==> config.mk <==
export PLATFORM = sky130hd
export DESIGN_NAME = ctrl_sequencer_flat
export DESIGN_NICKNAME = d
export VERILOG_FILES = /design/src/rtl/ctrl_pkg.sv /design/src/rtl/ctrl_sequencer_if.sv /design/src/rtl/mem_wait_timer.sv /design/src/rtl/ctrl_sequencer.sv /design/src/flat_wrapper.sv
export SDC_FILE = /design/constraint.sdc
export NUM_CORES = 1
export LEC_CHECK = 0
export ABC_AREA = 1
export CORE_MARGIN = 2
export CORE_UTILIZATION = 45
export DETAILED_ROUTE_END_ITERATION = 16
export GPL_TIMING_DRIVEN = 0
export PLACE_DENSITY = 0.76
export SYNTH_ARGS = -nofsm -noshare
export SYNTH_HDL_FRONTEND = slang
export SYNTH_SLANG_ARGS = --single-unit
==> constraint.sdc <==
create_clock -name clk -period 1.4 [get_ports clk]
set_input_delay 0.14 -clock clk [delete_from_list [all_inputs] [get_ports clk]]
set_output_delay 0.14 -clock clk [all_outputs]
set_load 0.005 [all_outputs]
==> src/rtl/ctrl_pkg.sv <==
// Shared definitions for the control sequencer: state encoding, opcodes, ALU selects.
package ctrl_pkg;

    typedef enum logic [2:0] {
        S_IDLE    = 3'd0,
        S_FETCH   = 3'd1,
        S_LOAD    = 3'd2,
        S_EXECUTE = 3'd3,
        S_STORE   = 3'd4,
        S_HALT    = 3'd5,
        S_ERROR   = 3'd6
    } state_t;

    localparam int unsigned OP_STO = 0;
    localparam int unsigned OP_ADD = 1;
    localparam int unsigned OP_SUB = 2;
    localparam int unsigned OP_AND = 3;
    localparam int unsigned OP_OR  = 4;
    localparam int unsigned OP_XOR = 5;
    localparam int unsigned OP_NOT = 6;
    localparam int unsigned OP_JMP = 7;
    localparam int unsigned OP_JZ  = 8;

    localparam logic [2:0] ALU_STO = 3'b000;
    localparam logic [2:0] ALU_ADD = 3'b001;
    localparam logic [2:0] ALU_SUB = 3'b010;
    localparam logic [2:0] ALU_AND = 3'b011;
    localparam logic [2:0] ALU_OR  = 3'b100;
    localparam logic [2:0] ALU_XOR = 3'b101;
    localparam logic [2:0] ALU_NOT = 3'b110;

    typedef struct packed {
        logic [2:0] s;
        logic       cin;
    } alu_ctl_t;

    // Map an opcode value onto the ALU operation select and carry-in.
    function automatic alu_ctl_t alu_decode(input int unsigned opc);
        alu_ctl_t ctl;
        ctl.s   = ALU_STO;
        ctl.cin = 1'b0;
        case (opc)
            OP_STO: ctl.s = ALU_STO;
            OP_ADD: ctl.s = ALU_ADD;
            OP_SUB: begin
                ctl.s   = ALU_SUB;
                ctl.cin = 1'b1;
            end
            OP_AND: ctl.s = ALU_AND;
            OP_OR:  ctl.s = ALU_OR;
            OP_XOR: ctl.s = ALU_XOR;
            OP_NOT: ctl.s = ALU_NOT;
            default: ctl.s = ALU_STO;
        endcase
        return ctl;
    endfunction

endpackage

==> src/rtl/ctrl_sequencer_if.sv <==
// RAM and ALU control bus between the sequencer (master) and the datapath (slave).
interface ctrl_sequencer_if #(
    parameter int unsigned OPC_W  = 4,
    parameter int unsigned ADDR_W = 4
) ();
    localparam int unsigned INSTR_W = OPC_W + 2 * ADDR_W;

    logic               mem_req;
    logic               mem_we;
    logic               addr_sel;
    logic               data_sel;
    logic [2:0]         alu_s;
    logic               alu_cin;
    logic [INSTR_W-1:0] mem_rdata;
    logic               mem_ack;
    logic               alu_zero;

    modport master (
        output mem_req, mem_we, addr_sel, data_sel, alu_s, alu_cin,
        input  mem_rdata, mem_ack, alu_zero
    );

    modport slave (
        input  mem_req, mem_we, addr_sel, data_sel, alu_s, alu_cin,
        output mem_rdata, mem_ack, alu_zero
    );
endinterface

==> src/rtl/mem_wait_timer.sv <==
// Counts RAM wait cycles and flags when the wait budget MEM_TO is spent.
module mem_wait_timer #(
    parameter int unsigned MEM_TO = 15
) (
    input  logic clk,
    input  logic reset,
    input  logic clear,
    input  logic count_en,
    output logic timeout
);
    localparam int unsigned CNT_W = (MEM_TO < 2) ? 1 : $clog2(MEM_TO + 1);

    logic [CNT_W-1:0] r_count;

    // Wait-cycle counter; cleared whenever the access it is timing ends.
    always_ff @(posedge clk or posedge reset) begin
        if (reset) begin
            r_count <= '0;
        end else if (clear) begin
            r_count <= '0;
        end else if (count_en) begin
            r_count <= r_count + CNT_W'(1);
        end
    end

    // Fires on the wait cycle that reaches MEM_TO so the sequencer leaves on that edge.
    assign timeout = count_en && (r_count == CNT_W'(MEM_TO - 1));
endmodule

==> src/rtl/ctrl_sequencer.sv <==
// Instruction fetch/load/execute/store sequencer driving a RAM and an external ALU.
module ctrl_sequencer
    import ctrl_pkg::*;
#(
    parameter  int unsigned OPC_W   = 4,
    parameter  int unsigned ADDR_W  = 4,
    parameter  int unsigned MEM_TO  = 15,
    localparam int unsigned INSTR_W = OPC_W + 2 * ADDR_W
) (
    input  logic                clk,
    input  logic                reset,
    input  logic                start,
    ctrl_sequencer_if.master    bus,
    output logic [ADDR_W-1:0]   pc,
    output logic [INSTR_W-1:0]  ir,
    output logic                busy,
    output logic                halted,
    output logic                error,
    output logic                illegal
);
    localparam logic [OPC_W-1:0] OPC_HLT = '1;

    state_t             r_state;
    state_t             w_state_nx;
    logic [ADDR_W-1:0]  r_pc;
    logic [ADDR_W-1:0]  w_pc_nx;
    logic [INSTR_W-1:0] r_ir;
    logic [INSTR_W-1:0] w_ir_nx;
    logic               r_z_flag;
    logic               w_z_flag_nx;
    logic               w_illegal_nx;

    logic [OPC_W-1:0]   w_opc;
    logic [ADDR_W-1:0]  w_op1;
    logic [OPC_W-1:0]   w_rd_opc;

    logic               w_wait_clear;
    logic               w_wait_en;
    logic               w_timeout;

    logic               r_mem_req,  w_mem_req;
    logic               r_mem_we,   w_mem_we;
    logic               r_addr_sel, w_addr_sel;
    logic               r_data_sel, w_data_sel;
    logic [2:0]         r_alu_s,    w_alu_s;
    logic               r_alu_cin,  w_alu_cin;
    logic               r_busy,     w_busy;
    logic               r_halted,   w_halted;
    logic               r_error,    w_error;
    logic               r_illegal;
    alu_ctl_t           w_alu_nx;

    assign w_opc    = r_ir[INSTR_W-1 -: OPC_W];
    assign w_op1    = r_ir[INSTR_W-OPC_W-1 -: ADDR_W];
    assign w_rd_opc = bus.mem_rdata[INSTR_W-1 -: OPC_W];

    // Wait timer runs only while a request is outstanding and restarts per access.
    assign w_wait_en    = r_mem_req && !bus.mem_ack;
    assign w_wait_clear = (w_state_nx != r_state) || bus.mem_ack;

    mem_wait_timer #(
        .MEM_TO   (MEM_TO)
    ) u_wait_timer (
        .clk      (clk),
        .reset    (reset),
        .clear    (w_wait_clear),
        .count_en (w_wait_en),
        .timeout  (w_timeout)
    );

    // State, program counter, instruction and zero-flag registers.
    always_ff @(posedge clk or posedge reset) begin
        if (reset) begin
            r_state   <= S_IDLE;
            r_pc      <= '0;
            r_ir      <= '0;
            r_z_flag  <= 1'b0;
        end else begin
            r_state   <= w_state_nx;
            r_pc      <= w_pc_nx;
            r_ir      <= w_ir_nx;
            r_z_flag  <= w_z_flag_nx;
        end
    end

    // Next-state, PC, IR and flag update.
    always_comb begin
        w_state_nx   = r_state;
        w_pc_nx      = r_pc;
        w_ir_nx      = r_ir;
        w_z_flag_nx  = r_z_flag;
        w_illegal_nx = 1'b0;
        case (r_state)
            S_IDLE, S_HALT: begin
                if (start) w_state_nx = S_FETCH;
            end
            S_FETCH: begin
                if (bus.mem_ack) begin
                    w_ir_nx = bus.mem_rdata;
                    w_pc_nx = r_pc + ADDR_W'(1);
                    if (w_rd_opc == OPC_HLT) begin
                        w_state_nx = S_HALT;
                    end else if ((w_rd_opc >= OPC_W'(OP_ADD)) && (w_rd_opc <= OPC_W'(OP_NOT))) begin
                        w_state_nx = S_LOAD;
                    end else if ((w_rd_opc == OPC_W'(OP_STO)) || (w_rd_opc == OPC_W'(OP_JMP)) ||
                                 (w_rd_opc == OPC_W'(OP_JZ))) begin
                        w_state_nx = S_EXECUTE;
                    end else begin
                        w_state_nx   = S_FETCH;
                        w_illegal_nx = 1'b1;
                    end
                end else if (w_timeout) begin
                    w_state_nx = S_ERROR;
                end
            end
            S_LOAD: begin
                if (bus.mem_ack)    w_state_nx = S_EXECUTE;
                else if (w_timeout) w_state_nx = S_ERROR;
            end
            S_EXECUTE: begin
                if (w_opc == OPC_W'(OP_JMP)) begin
                    w_pc_nx    = w_op1;
                    w_state_nx = S_FETCH;
                end else if (w_opc == OPC_W'(OP_JZ)) begin
                    if (r_z_flag) w_pc_nx = w_op1;
                    w_state_nx = S_FETCH;
                end else begin
                    w_z_flag_nx = bus.alu_zero;
                    w_state_nx  = S_STORE;
                end
            end
            S_STORE: begin
                if (bus.mem_ack)    w_state_nx = S_FETCH;
                else if (w_timeout) w_state_nx = S_ERROR;
            end
            S_ERROR: begin
                w_state_nx = S_ERROR;
            end
            default: begin
                w_state_nx = S_IDLE;
            end
        endcase
    end

    // Moore output decode of the upcoming state/IR, registered below.
    // ALU select is held through STORE so the written ALU result stays valid.
    always_comb begin
        w_mem_req  = 1'b0;
        w_mem_we   = 1'b0;
        w_addr_sel = 1'b0;
        w_data_sel = 1'b0;
        w_alu_s    = 3'b000;
        w_alu_cin  = 1'b0;
        w_busy     = 1'b0;
        w_halted   = 1'b0;
        w_error    = 1'b0;
        w_alu_nx   = alu_decode(32'(w_ir_nx[INSTR_W-1 -: OPC_W]));
        case (w_state_nx)
            S_FETCH: begin
                w_mem_req = 1'b1;
                w_busy    = 1'b1;
            end
            S_LOAD: begin
                w_mem_req  = 1'b1;
                w_addr_sel = 1'b1;
                w_busy     = 1'b1;
            end
            S_EXECUTE: begin
                w_alu_s   = w_alu_nx.s;
                w_alu_cin = w_alu_nx.cin;
                w_busy    = 1'b1;
            end
            S_STORE: begin
                w_mem_req  = 1'b1;
                w_mem_we   = 1'b1;
                w_addr_sel = 1'b1;
                w_data_sel = 1'b1;
                w_alu_s    = w_alu_nx.s;
                w_alu_cin  = w_alu_nx.cin;
                w_busy     = 1'b1;
            end
            S_HALT:  w_halted = 1'b1;
            S_ERROR: w_error  = 1'b1;
            default: w_busy   = 1'b0;
        endcase
    end

    // Output registers; reset drops every output immediately.
    always_ff @(posedge clk or posedge reset) begin
        if (reset) begin
            r_mem_req  <= 1'b0;
            r_mem_we   <= 1'b0;
            r_addr_sel <= 1'b0;
            r_data_sel <= 1'b0;
            r_alu_s    <= 3'b000;
            r_alu_cin  <= 1'b0;
            r_busy     <= 1'b0;
            r_halted   <= 1'b0;
            r_error    <= 1'b0;
            r_illegal  <= 1'b0;
        end else begin
            r_mem_req  <= w_mem_req;
            r_mem_we   <= w_mem_we;
            r_addr_sel <= w_addr_sel;
            r_data_sel <= w_data_sel;
            r_alu_s    <= w_alu_s;
            r_alu_cin  <= w_alu_cin;
            r_busy     <= w_busy;
            r_halted   <= w_halted;
            r_error    <= w_error;
            r_illegal  <= w_illegal_nx;
        end
    end

    assign bus.mem_req  = r_mem_req;
    assign bus.mem_we   = r_mem_we;
    assign bus.addr_sel = r_addr_sel;
    assign bus.data_sel = r_data_sel;
    assign bus.alu_s    = r_alu_s;
    assign bus.alu_cin  = r_alu_cin;
    assign pc           = r_pc;
    assign ir           = r_ir;
    assign busy         = r_busy;
    assign halted       = r_halted;
    assign error        = r_error;
    assign illegal      = r_illegal;
endmodule

==> src/flat_wrapper.sv <==
// flat-port wrapper written by rule: the top's interface ports become plain ports
module ctrl_sequencer_flat import ctrl_pkg::*;
#(
    parameter  int unsigned OPC_W   = 4,
    parameter  int unsigned ADDR_W  = 4,
    parameter  int unsigned MEM_TO  = 15,
    localparam int unsigned INSTR_W = OPC_W + 2 * ADDR_W
)
  (clk, reset, start, pc, ir, busy, halted, error, illegal, bus_mem_req, bus_mem_we, bus_addr_sel, bus_data_sel, bus_alu_s, bus_alu_cin, bus_mem_rdata, bus_mem_ack, bus_alu_zero);
  ctrl_sequencer_if #(.OPC_W(OPC_W), .ADDR_W(ADDR_W)) bus_i ();
  input  logic clk;
  input  logic reset;
  input  logic start;
  output logic [ADDR_W-1:0] pc;
  output logic [INSTR_W-1:0] ir;
  output logic busy;
  output logic halted;
  output logic error;
  output logic illegal;
  output wire logic [$bits(bus_i.mem_req)-1:0] bus_mem_req;
  output wire logic [$bits(bus_i.mem_we)-1:0] bus_mem_we;
  output wire logic [$bits(bus_i.addr_sel)-1:0] bus_addr_sel;
  output wire logic [$bits(bus_i.data_sel)-1:0] bus_data_sel;
  output wire logic [$bits(bus_i.alu_s)-1:0] bus_alu_s;
  output wire logic [$bits(bus_i.alu_cin)-1:0] bus_alu_cin;
  input wire logic [$bits(bus_i.mem_rdata)-1:0] bus_mem_rdata;
  input wire logic [$bits(bus_i.mem_ack)-1:0] bus_mem_ack;
  input wire logic [$bits(bus_i.alu_zero)-1:0] bus_alu_zero;
  assign bus_mem_req = bus_i.mem_req;
  assign bus_mem_we = bus_i.mem_we;
  assign bus_addr_sel = bus_i.addr_sel;
  assign bus_data_sel = bus_i.data_sel;
  assign bus_alu_s = bus_i.alu_s;
  assign bus_alu_cin = bus_i.alu_cin;
  assign bus_i.mem_rdata = bus_mem_rdata;
  assign bus_i.mem_ack = bus_mem_ack;
  assign bus_i.alu_zero = bus_alu_zero;
  ctrl_sequencer #(.OPC_W(OPC_W), .ADDR_W(ADDR_W), .MEM_TO(MEM_TO)) u_core (.clk(clk), .reset(reset), .start(start), .bus(bus_i), .pc(pc), .ir(ir), .busy(busy), .halted(halted), .error(error), .illegal(illegal));
endmodule
==> results of run 1 <==
## critical path: stages (launching register included)
cell and delay (ns):
dfrtp_2 0.48, buf_4 0.16, nand2_2 0.10, nor2_8 0.06, inv_4 0.07, nor2_8 0.05
inv_2 0.07, nand3_4 0.13, nand2_2 0.09, nand3_2 0.12, nor3_2 0.22
## repair_timing
item | CTS | global route
pin swaps | 4 | 12
gates cloned | 0 | 0
setup endpoints to repair | 54 | 22
endpoints found under the hold margin | 0 | 0
resized for setup | 15 | 20
buffers inserted | 8 | 11
hold buffers | 0 | 0
## how the worst max path moves through the flow
| stage | start | end | cells past startpoint |
|---|---|---|---|
| 2_1_floorplan | u_core.u_wait_timer.r_count[0]$_DFFE_PP0P_ | u_core.bus.alu_s[0]$_DFF_PP0_ | 10 |
| 5_1_grt | u_core.u_wait_timer.r_count[0]$_DFFE_PP0P_ | u_core.bus.alu_s[0]$_DFF_PP0_ | 10 |
| 3_5_place_dp | bus_mem_ack | u_core.bus.alu_s[0]$_DFF_PP0_ | 10 |
| 6_report | u_core.r_state[1]$_DFF_PP0_ | u_core.u_wait_timer.r_count[2]$_DFFE_PP0P_ | 10 |
| 3_3_place_gp | bus_mem_ack | u_core.bus.alu_s[2]$_DFF_PP0_ | 10 |
| 4_1_cts | u_core.u_wait_timer.r_count[0]$_DFFE_PP0P_ | u_core.bus.alu_s[1]$_DFF_PP0_ | 10 |
## routing by layer
metal | routed length, microns | global-route usage, %
met4 | 87 | 8.279
met2 | 2301 | 31.73
met3 | 179 | 3.779
met1 | 2085 | 24.91
met5 | 0 | 0
## Yosys cell counts (4+ instances only)
| cell type | n |
|---|---|
| a21oi_1 | 5 |
| dfrtp_1 | 35 |
| inv_2 | 10 |
| nor3_1 | 5 |
| nor2_1 | 14 |
| nand2_2 | 6 |
| nand3_1 | 22 |
| nand3_4 | 4 |
| inv_1 | 14 |
| o21ai_0 | 10 |
| nand2_1 | 71 |
| o21ai_1 | 4 |
## flip-flops by register name (all words and copies together), names as in the netlist, 3 cells and up
signal and cells:
u_core.u_wait_timer.r_count 4, u_core.ir 12, u_core.r_state 3, u_core.pc 4, u_core.bus.alu_s 3
## through the flow
stage                     worst slack, ns  cells  total power (uW)
after global routing              -0.3296    353              7080
after CTS                         -0.2084    342              6101
final                             -0.2406    353              6605
after detailed placement          -0.5546    326              4987
after floorplan                  -0.08744    232              3881
after global placement            -0.5334    326              4935
## cells in the final DEF, fill, tap and decap left out, drive strengths merged
cell / Yosys / routed
nand4: 2 / 2
clkinv: 1 / 1
xnor2: 1 / 1
a21oi: 9 / 9
clkinvlp: 0 / 1
dfrtp: 35 / 35
nand2: 78 / 78
clkbuf: 0 / 8
nor3: 7 / 7
clkdlybuf4s50: 0 / 41
nor2: 17 / 17
o21ai: 15 / 15
dlygate4sd2: 0 / 1
ha: 3 / 3
dlymetal6s2s: 0 / 2
o211ai: 1 / 1
nand3: 29 / 29
xor2: 3 / 3
nor3b: 1 / 1
inv: 26 / 25
buf: 4 / 23
## cell type report
cell class | instances | area [sq um]
well taps | 50 | 62.56
flip-flops and latches | 35 | 879.6
plain buffers | 4 | 37.54
inverters | 27 | 122.6
repair buffers | 63 | 586.8
clock buffers | 8 | 100.1
fillers | 319 | 1250
multi-input cells | 166 | 1018
## kinds of logic (layout without fill, tap and decap cells)
family          Yosys count  after routing  synth area share [%]
xor+xnor                  4              4                 1.809
fa+ha+maj                 3              3                 1.938
compound gates           25             25                 7.946
buf+inv                  31            102                 7.235
flops                    35             35                 45.22
simple gates            134            134                 35.85
## power by group through the flow
stage	clock network (uW)	logic, uW	registers, uW
finish	806	4070	1730
global route	872	4420	1780
CTS	828	3540	1730
detailed placement	0	3250	1740
global placement	0	3200	1740
floorplan	0	2150	1730
==> PnR_summary.wiki, run 1 <==
{| class="wikitable"
! Metric !! Value
|-
| Kind of path behind the tightest hold check || in -> async
|-
| RSZ-0062 raised after global routing || yes
|-
| TritonCTS buffer count || 5
|-
| Share of cells above drive strength 1 || between 20% and 30%
|-
| Share of flip-flops with an asynchronous set or reset after synthesis || 100.0%
|-
| Power density over the cells || 2353 nW/um^2
|-
| Leading cell types by total area after synthesis || dfrtp_1 45%, nand2_1 14%, nand3_1 5.7%, nand3_4 3.6%, inv_1 2.7%
|-
| Post-route cell area || roughly 2800 sq um
|-
| # clock sinks || 35
|-
| Run status || finished, violations left
|-
| Post-layout nets || roughly 320
|-
| Minimum clock period || about 1.6 ns
|-
| Switching power || roughly 2900 uW
|-
| Library cell with the largest summed area after synthesis || dfrtp_1
|-
| Remaining global-route overflow || 0
|-
| Int Power || around 3700 uW
|-
| Setup Crit Path Kind || reg -> reg
|-
| Sequential-to-total area share from yosys stat || 45.22%
|-
| Number of levels in the clock H-tree || 2
|-
| Total of endpoints with negative setup slack in the final report || 18
|-
| Synth Instances || roughly 230
|-
| Maximum achievable frequency || 609.5 MHz
|-
| Headroom to the max-slew limit || 49.34%
|-
| Max-slew violation total from the final report || 0
|-
| Clock-pin slew reported for the worst setup and hold paths after clock tree synthesis || ~0.07 ns
|-
| Via-per-instance ratio || roughly 5
|-
| Total number of vias || around 1800
|-
| Final Routed Wirelength || around 4700 microns
|-
| Cell at the root of the clock tree || clkbuf_8
|-
| Clock insertion delay at the later pin of the skew report || 0.29 ns
|-
| Maximum fanout along the worst path || 6
|-
| Clock share of power || roughly 12%
|-
| Row count || 23
|-
| Total of max-cap violations || 0
|-
| Die Span X || ~70 microns
|-
| Starting utilization of the core area || between 40% and 50%
|-
| Ys flop type || dfrtp_1
|-
| Part of the cycle the worst path needs || 117.2%
|-
| Average wire length per cell after detail routing || 13.18 microns
|-
| Final hold violation count || 0
|-
| Worst supply voltage drop on vdd || 1.280 mV
|-
| Crit path arrival time || about 1.9 ns
|-
| Required arrival time at the worst endpoint || roughly 1.6 ns
|-
| Share of the synthesized area in the top cell type || 45.22%
|-
| Area of the die || 4845 sq um
|-
| Remaining routing DRC violations || 0
|-
| Leakage || between 0.001 and 0.0015 uW
|-
| Total Routing Usage GR || roughly a fifth
|-
| Initial antenna violation count || 0
|-
| Cells on worst reg2reg path || 10
|-
| Number of synthesized flops with an enable pin || 0
|-
| Violated checks || setup timing
|-
| Worst R2R Start || u_core.r_state[1]$_DFF_PP0_
|-
| Number of distinct standard cells referenced by the synthesized netlist || 30
|-
| Final core area utilization || just under 70%
|-
| Critical path capture point type || flip-flop
|-
| Global-route wire length before repair || 7541 microns
|-
| R2r endpoint || u_core.u_wait_timer.r_count[2]$_DFFE_PP0P_
|-
| Seq pwr share || between 20% and 30%
|-
| Net switching share of the total power || 43.41%
|-
| Pin count of the biggest net entering global routing || 36
|-
| Setup clock skew after layout || approximately 0.0045 ns
|-
| TritonCTS clock tree || done
|-
| Iter 0 DRT Violations || 72
|-
| Fin Setup TNS || -2.863 ns
|-
| Top Ports || 45
|-
| Final antenna-violating net count || 0
|-
| Die extent in y || 69.61 microns
|-
| Number of register bits inferred by synthesis || 35
|-
| Number of buffers added on ports || 44
|-
| Warnings from Yosys || 0
|-
| Cell area reported after detailed placement || 2462 sq um
|-
| Final weighted congestion in routability-driven placement || ~0.87
|-
| Core Area || approximately 4100 sq um
|-
| Relative contribution of combinational cells to total power || 61.6%
|-
| Area added between synthesis and finish || 44.96%
|-
| R2R Setup Slk || -0.24 ns
|-
| Max clock buf depth || 2
|-
| Average cell area after synthesis || around 8.3 sq um
|-
| Slack of the critical path || -0.2406 ns
|-
| Post-Syn Nets || about 250
|-
| 1st-pass router iterations || 4
|-
| Final HPWL from detailed placement || approximately 3100 microns
|-
| Minimum hold slack || between 0.3 and 0.4 ns
|-
| Transition time at the pin with the least slew margin || ~0.76 ns
|-
| Vias in the first global route || around 1700
|-
| Total inserted antenna cells || 0
|-
| CP Launch Type || flip-flop
|-
| Synthesized cell area || 1937 sq um
|}
Note: power is estimated with default switching activity, not from simulation.
==> run 2: changes to the inputs <==
SKIP_LAST_GASP = 1   (was default)
==> run 2 against run 1 <==
  * The flow still finishes with violations (setup timing)
  * Global-route usage did not move
  * Register-to-register slack is essentially flat
  * Cell area about the same
  * Non-clock buffer count unchanged
  * Sequential share of layout area hardly changed
  * Clock power is essentially flat
  * Critical endpoint unchanged
  * Largest cell class unchanged
  * Largest power group unchanged
==> PnR_summary.wiki, run 2 (synthesis gave the netlist of run 1 again) <==
{| class="wikitable"
! Metric !! Value
|-
| Run status || finished, violations left
|-
| Row count || 23 (unchanged)
|-
| Cell area reported after detailed placement || 2462 sq um (unchanged)
|-
| Starting utilization of the core area || 47.73% (unchanged)
|-
| Post-layout nets || 322 (unchanged)
|-
| Total inserted antenna cells || 0 (unchanged)
|-
| Setup Crit Path Kind || reg -> reg
|-
| Critical path capture point type || flip-flop
|-
| Cell at the root of the clock tree || clkbuf_8
|-
| Final weighted congestion in routability-driven placement || 0.8722 (unchanged)
|-
| Commonest cells after routing, fill and taps aside || 65 x nand2_1, 42 x clkdlybuf4s50_1, 32 x dfrtp_1
|-
| Transition time at the pin with the least slew margin || 0.7579 ns (-0.0003541 ns)
|-
| Critical-path top delay cell || dfrtp_2
|-
| Fin Setup TNS || -2.863 ns (-0.0005900 ns)
|-
| Minimum clock period || 1.640 ns (-0.0001260 ns)
|-
| R2R Setup Slk || -0.24 ns (about the same)
|-
| Global-route wire length before repair || 7541 microns (unchanged)
|-
| 1st-pass router iterations || 4 (unchanged)
|-
| Top Ports || 45 (unchanged)
|-
| Die Span X || 69.61 microns (unchanged)
|-
| Worst R2R Start || u_core.r_state[1]$_DFF_PP0_
|-
| Clock-pin slew reported for the worst setup and hold paths after clock tree synthesis || 0.07 ns (about the same)
|-
| Total Routing Usage GR || 19.36% (unchanged)
|-
| # clock sinks || 35 (unchanged)
|-
| Remaining global-route overflow || 0 (unchanged)
|-
| Final HPWL from detailed placement || 3102 microns (unchanged)
|-
| Footprint of the multi-input gates || 1018 sq um (unchanged)
|-
| Part of the cycle the worst path needs || 117.2% (about the same)
|-
| Dpl ws || -0.5546 ns (unchanged)
|-
| CP Launch Type || flip-flop
|-
| Final hold violation count || 0 (unchanged)
|-
| Average wire length per cell after detail routing || 13.17 microns (about the same)
|-
| Total of endpoints with negative setup slack in the final report || 18 (unchanged)
|-
| Total of fill cells in the finished design || 321 (+0.63%)
|-
| Core Area || 4058 sq um (unchanged)
|-
| Storage cell area || 879.6 sq um (unchanged)
|-
| Via-per-instance ratio || 5.008 (unchanged)
|-
| Maximum achievable frequency || 609.6 MHz (about the same)
|-
| RSZ-0062 raised after global routing || yes
|-
| Maximum fanout along the worst path || 6 (unchanged)
|-
| Share of cells above drive strength 1 || 29.70% (unchanged)
|-
| Total of max-cap violations || 0 (unchanged)
|-
| Post-route insts no fill || 353 (unchanged)
|-
| Placed cell count || 326 (unchanged)
|-
| TritonCTS clock tree || done
|-
| R2r endpoint || u_core.u_wait_timer.r_count[2]$_DFFE_PP0P_
|-
| Number of flip-flops in the largest register || 12 (unchanged)
|-
| Worst supply voltage drop on vdd || 1.279 mV (about the same)
|-
| Initial antenna violation count || 0 (unchanged)
|-
| Area of the die || 4845 sq um (unchanged)
|-
| Kind of path behind the tightest hold check || in -> async
|-
| Area added between synthesis and finish || 44.83% (about the same)
|-
| Violated checks || setup timing
|-
| Remaining routing DRC violations || 0 (unchanged)
|-
| Minimum hold slack || 0.3469 ns (-0.0001100 ns)
|-
| Cells along the critical path || buf_4 -> nand2_2 -> nor2_8 -> inv_4 -> nor2_8 -> inv_2 -> nand3_4 -> nand2_2 -> nand3_2 -> nor3_2
|-
| Max clock buf depth || 2 (unchanged)
|-
| Number of buffers added on ports || 44 (unchanged)
|-
| Setup clock skew after layout || 0.004546 ns (+0.00008496 ns)
|-
| Required arrival time at the worst endpoint || 1.61 ns (about the same)
|-
| Most common library cell in the layout ignoring fill and taps || nand2_1
|-
| Iter 0 DRT Violations || 73 (+1.4%)
|-
| Vias in the first global route || 1736 (unchanged)
|-
| Cells on worst reg2reg path || 10 (unchanged)
|-
| Headroom to the max-slew limit || 49.37% (about the same)
|-
| Leakage || 0.001340 uW (-0.87%)
|-
| Die extent in y || 69.61 microns (unchanged)
|-
| Total number of vias || 1768 (unchanged)
|-
| TritonCTS buffer count || 5 (unchanged)
|-
| Pin count of the biggest net entering global routing || 36 (unchanged)
|-
| Final Routed Wirelength || 4649 microns (about the same)
|-
| Crit path arrival time || 1.85 ns (about the same)
|-
| Post-route cell area || 2805 sq um (about the same)
|-
| Clock insertion delay at the later pin of the skew report || 0.29 ns (about the same)
|-
| Power density over the cells || 2357 nW/um^2 (+0.17%)
|-
| Max-slew violation total from the final report || 0 (unchanged)
|-
| Crit-path max cell delay || 0.48 ns (about the same)
|-
| Final antenna-violating net count || 0 (unchanged)
|-
| Number of levels in the clock H-tree || 2 (unchanged)
|-
| Slack of the critical path || -0.2404 ns (+0.0001260 ns)
|}
==> run 2: cell count changes in the layout (fill, tap and decap cells not counted), sizes merged <==
cell / previous run / this run
clkdlybuf4s50: 41 / 42
dlymetal6s2s: 2 / 1
==> run 2: cell type report <==
type                    count  share of cell area, %
inverters                  27                  4.371
flip-flops and latches     35                  31.36
plain buffers               4                  1.338
clock buffers               8                  3.568
multi-input cells         166                  36.31
well taps                  50                  2.230
repair buffers             63                  20.83
==> run 2: power breakdown <==
group          internal [uW]  switching, uW  leakage (uW)
logic                   1870           2200      0.000839
registers               1420            309      0.000449
clock network            449            356     0.0000515
==> run 2: layer usage <==
metal  vias up  global-route usage (%)  wire (microns)
li1        890                       -               -
met5         -                       0               0
met4         0                   8.279              87
met2        39                   31.73            2300
met3         8                   3.779             179
met1       831                   24.91            2082
==> run 2: timing repair <==
action | 4_1_cts | 5_1_grt
cloned | 0 | 0
hold endpoints to repair | 0 | 0
setup buffers | 8 | 11
hold buffers | 0 | 0
pin swaps | 4 | 12
gates resized for setup | 15 | 19
setup endpoints to repair | 54 | 22
==> run 2: worst max path at each step <==
stage,startpoint,end,cells past startpoint
after detailed placement,bus_mem_ack,u_core.bus.alu_s[0]$_DFF_PP0_,10
after CTS,u_core.u_wait_timer.r_count[0]$_DFFE_PP0P_,u_core.bus.alu_s[1]$_DFF_PP0_,10
after global placement,bus_mem_ack,u_core.bus.alu_s[2]$_DFF_PP0_,10
final,u_core.r_state[1]$_DFF_PP0_,u_core.u_wait_timer.r_count[2]$_DFFE_PP0P_,10
after global routing,u_core.u_wait_timer.r_count[0]$_DFFE_PP0P_,u_core.bus.alu_s[0]$_DFF_PP0_,10
after floorplan,u_core.u_wait_timer.r_count[0]$_DFFE_PP0P_,u_core.bus.alu_s[0]$_DFF_PP0_,10
==> run 2: worst max-delay path, delay by kind of cell, from the launching register on <==
| kind | cells | cell delay, ns |
|---|---|---|
| simple gates | 7 | 0.77 |
| flops | 1 | 0.48 |
| buf+inv | 3 | 0.30 |
==> run 2: stage by stage <==
step	total power [uW]	util [%]
2_1_floorplan	3881	-
3_3_place_gp	4935	60.68
3_5_place_dp	4987	60.68
4_1_cts	6101	65.86
5_1_grt	7085	69.13
6_report	6611	69.13
==> run 3: changes to the inputs <==
ABC_AREA = default   (was 1)
CORE_UTILIZATION = 52   (was 45)
PLACE_DENSITY = 0.84   (was 0.76)
clock period = 2.1 ns   (was 1.4 ns; I/O delays follow)
==> run 3 against run 2 <==
  * The run now ends clean
  * Die area is 20% lower
  * Clock skew up 0.015 ns
  * Worst hold slack worse by 0.057 ns
  * First-iteration DRC count grew 11%
  * Core utilization grew 4.7 points
  * Sequential share of layout area grew 4.8 points
  * Critical path type is now in -> reg
  * Largest cell class unchanged
==> PnR_summary.wiki, run 3 <==
{| class="wikitable"
! Metric !! Value
|-
| Run status || completed
|-
| Post-Syn Nets || 179 (-29%)
|-
| Commonest cells after routing, fill and taps aside || 44 x clkdlybuf4s50_1, 35 x dfrtp_1, 12 x nor2_1
|-
| Final hold violation count || 0 (unchanged)
|-
| Total Routing Usage GR || 23.21% (+3.8 points)
|-
| Critical path capture point type || flip-flop
|-
| CP Launch Type || input port
|-
| # clock sinks || 35 (unchanged)
|-
| Crit path arrival time || 2.30 ns (+0.45 ns)
|-
| Share of cells above drive strength 1 || 20.48% (-9.2 points)
|-
| Leakage || 0.001014 uW (-24%)
|-
| Core Area || 3284 sq um (-19%)
|-
| Kind of path behind the tightest hold check || in -> async
|-
| Area of the die || 3872 sq um (-20%)
|-
| Remaining global-route overflow || 0 (unchanged)
|-
| Cell at the root of the clock tree || clkbuf_4
|-
| Synth Instances || 159 (-31%)
|-
| Total of max-cap violations || 0 (unchanged)
|-
| Number of buffers added on ports || 44 (unchanged)
|-
| R2r endpoint || u_core.bus.alu_s[0]$_DFF_PP0_
|-
| Total of fill cells in the finished design || 228 (-29%)
|-
| Worst R2R Start || u_core.u_wait_timer.r_count[0]$_DFFE_PP0P_
|-
| Post-layout nets || 230 (-29%)
|-
| Most common library cell in the layout ignoring fill and taps || clkdlybuf4s50_1
|-
| Setup clock skew after layout || 0.01929 ns (+0.01474 ns)
|-
| Headroom to the max-slew limit || 52.11% (+2.7 points)
|-
| Number of synthesized flops with an enable pin || 0 (unchanged)
|-
| Vias in the first global route || 1513 (-13%)
|-
| Row count || 21 (-8.7%)
|-
| Global-route wire length before repair || 7155 microns (-5.1%)
|-
| Max clock buf depth || 2 (unchanged)
|-
| Clock-pin slew reported for the worst setup and hold paths after clock tree synthesis || 0.12 ns (+0.05 ns)
|-
| Clock insertion delay at the later pin of the skew report || 0.35 ns (+0.06 ns)
|-
| Number of distinct standard cells referenced by the synthesized netlist || 48 (+60%)
|-
| Final weighted congestion in routability-driven placement || 0.9225 (+5.8%)
|-
| Cell area reported after detailed placement || 2261 sq um (-8.2%)
|-
| Minimum clock period || slightly above 2 ns
|-
| Pin count of the biggest net entering global routing || 36 (unchanged)
|-
| Maximum fanout along the worst path || 7 (+1)
|-
| Number of levels in the clock H-tree || 2 (unchanged)
|-
| Die Span X || 62.23 microns (-11%)
|-
| Leading cell types by total area after synthesis || dfrtp_1 50%, mux2_2 6.4%, a2111oi_4 3.1%, a21oi_1 2.8%, nor2_1 2.6%
|-
| TritonCTS buffer count || 5 (unchanged)
|-
| Average wire length per cell after detail routing || 17.28 microns (+31%)
|-
| Total number of vias || 1449 (-18%)
|-
| Die extent in y || 62.23 microns (-11%)
|-
| Maximum achievable frequency || 485.0 MHz
|-
| Initial antenna violation count || 0 (unchanged)
|-
| Setup Crit Path Kind || in -> reg
|-
| Transition time at the pin with the least slew margin || 0.7173 ns (-0.04056 ns)
|-
| Part of the cycle the worst path needs || 98.19%
|-
| Top cells by count, synth || 35 x dfrtp_1, 12 x nor2_1, 10 x a21oi_1, 10 x mux2_2, 10 x nand2_1
|-
| Ys flop type || dfrtp_1
|-
| Final core area utilization || 73.79% (+4.7 points)
|-
| Total inserted antenna cells || 0 (unchanged)
|-
| Required arrival time at the worst endpoint || 2.34 ns (+0.73 ns)
|-
| Share of flip-flops with an asynchronous set or reset after synthesis || 100.0% (unchanged)
|-
| 1st-pass router iterations || 4 (unchanged)
|-
| Warnings from Yosys || 0 (unchanged)
|-
| Power density over the cells || 1584 nW/um^2 (-33%)
|-
| Library cell with the largest summed area after synthesis || dfrtp_1
|-
| Final antenna-violating net count || 0 (unchanged)
|-
| Starting utilization of the core area || 53.68% (+5.9 points)
|-
| Remaining routing DRC violations || 0 (unchanged)
|-
| TritonCTS clock tree || done
|-
| Area added between synthesis and finish || 37.47%
|-
| Share of the synthesized area in the top cell type || 49.68% (+4.5 points)
|-
| Cells on worst reg2reg path || 8 (-2)
|-
| Total of endpoints with negative setup slack in the final report || 0 (-18)
|-
| RSZ-0062 raised after global routing || yes
|-
| Worst supply voltage drop on vdd || 0.8817 mV (-31%)
|-
| Top-count cell post-synth || dfrtp_1
|-
| Iter 0 DRT Violations || 81 (+11%)
|-
| Sequential-to-total area share from yosys stat || 49.68% (+4.5 points)
|-
| Post-route cell area || 2424 sq um (-14%)
|-
| Via-per-instance ratio || 5.660 (+13%)
|-
| Average cell area after synthesis || 11.09 sq um (+33%)
|-
| R2R Setup Slk || 0.08 ns (+0.32 ns)
|-
| Top Ports || 45 (unchanged)
|-
| Number of register bits inferred by synthesis || 35 (unchanged)
|-
| Max-slew violation total from the final report || 0 (unchanged)
|-
| Final Routed Wirelength || 4423 microns (-4.9%)
|-
| Final HPWL from detailed placement || 3143 microns (+1.3%)
|-
| Number of flip-flops in the largest register || 12 (unchanged)
|-
| Synthesized cell area || 1763 sq um (-9.0%)
|}
-- run 3: cell count changes after synthesis, sizes merged, moves of 4 or more --
cell    previous run  this run
o21ai             15         4
mux2i              0         5
nor3               7         2
nor2              17        12
mux2               0        10
nand2             78        10
clkbuf             0         4
nand3             29         6
inv               26         9
-- run 3: kinds of logic (layout without fill, tap and decap cells) --
| kind of cell | Yosys count | after routing | share of synthesized area (%) |
|---|---|---|---|
| AOI/OAI and AO/OA | 29 | 29 | 13.77 |
| buffers and inverters | 18 | 69 | 4.755 |
| xor gates and xnor gates | 7 | 7 | 3.478 |
| DFF | 35 | 35 | 49.68 |
| muxes | 15 | 15 | 9.936 |
| and+or+nand+nor | 52 | 52 | 16.25 |
| adders and majority gates | 3 | 3 | 2.129 |
-- run 3: per-stage QoR --
| stage | setup TNS, ns | std cells | hold slack, ns | setup slack [ns] | power (uW) |
|---|---|---|---|---|---|
| CTS | 0 | 256 | 0.4557 | 0.04452 | 3663 |
| global route | -0.1763 | 256 | 0.3659 | -0.08194 | 4086 |
| floorplan | 0 | 159 | 0.3460 | 0.03135 | 2407 |
| detailed placement | -2.406 | 249 | 0.5071 | -0.3758 | 3195 |
| finish | 0 | 256 | 0.2895 | 0.03807 | 3840 |
| global placement | -1.382 | 249 | 0.4892 | -0.3140 | 3040 |
-- run 3: layout make-up --
type	count	area [sq um]	area share (%)
Multi-Input combinational cell	106	892.1	36.81
Sequential cell	35	875.8	36.14
Timing Repair Buffer	45	447.9	18.48
Tap cell	46	57.56	2.375
Buffer	8	45.04	1.859
Clock buffer	6	41.29	1.704
Inverter	9	33.78	1.394
Clock inverter	1	30.03	1.239
-- run 3: routing by layer --
layer,vias to the layer above,GRT usage [%],share of wire (%)
li1,670,-,-
met5,-,0,0
met4,0,6.389,1.2
met3,12,5.435,5.8
met1,708,28.28,39
met2,59,41.30,54
-- run 3: how the worst max path moves through the flow --
stage | slack [ns] | start | end
2_1_floorplan | 0.03 | u_core.u_wait_timer.r_count[0]$_DFFE_PP0P_ | u_core.bus.alu_s[2]$_DFF_PP0_
3_3_place_gp | -0.31 | bus_mem_ack | u_core.bus.alu_s[2]$_DFF_PP0_
3_5_place_dp | -0.38 | bus_mem_ack | u_core.bus.alu_s[2]$_DFF_PP0_
4_1_cts | 0.04 | u_core.u_wait_timer.r_count[0]$_DFFE_PP0P_ | u_core.bus.alu_s[2]$_DFF_PP0_
5_1_grt | -0.08 | bus_mem_ack | u_core.bus.alu_s[1]$_DFF_PP0_
6_report | 0.04 | bus_mem_ack | u_core.bus.alu_s[1]$_DFF_PP0_
-- run 3: critical path: stages --
cell             delay (ns)
clkdlybuf4s50_1        0.62
and4bb_1               0.22
buf_2                  0.18
mux2i_1                0.48
inv_1                  0.24
a2111oi_4              0.34
-- run 3: what timing repair did --
item	in CTS	in global routing
endpoints found under the setup margin	6	8
resized for setup	4	17
hold buffers	0	0
setup buffers	1	0
pin swaps	2	1
-- run 3: report_power, final --
| group | total, uW | internal (uW) | switching, uW |
|---|---|---|---|
| Clock | 470 | 245 | 225 |
| Combinational | 2190 | 1110 | 1080 |
| Sequential | 1180 | 956 | 223 |
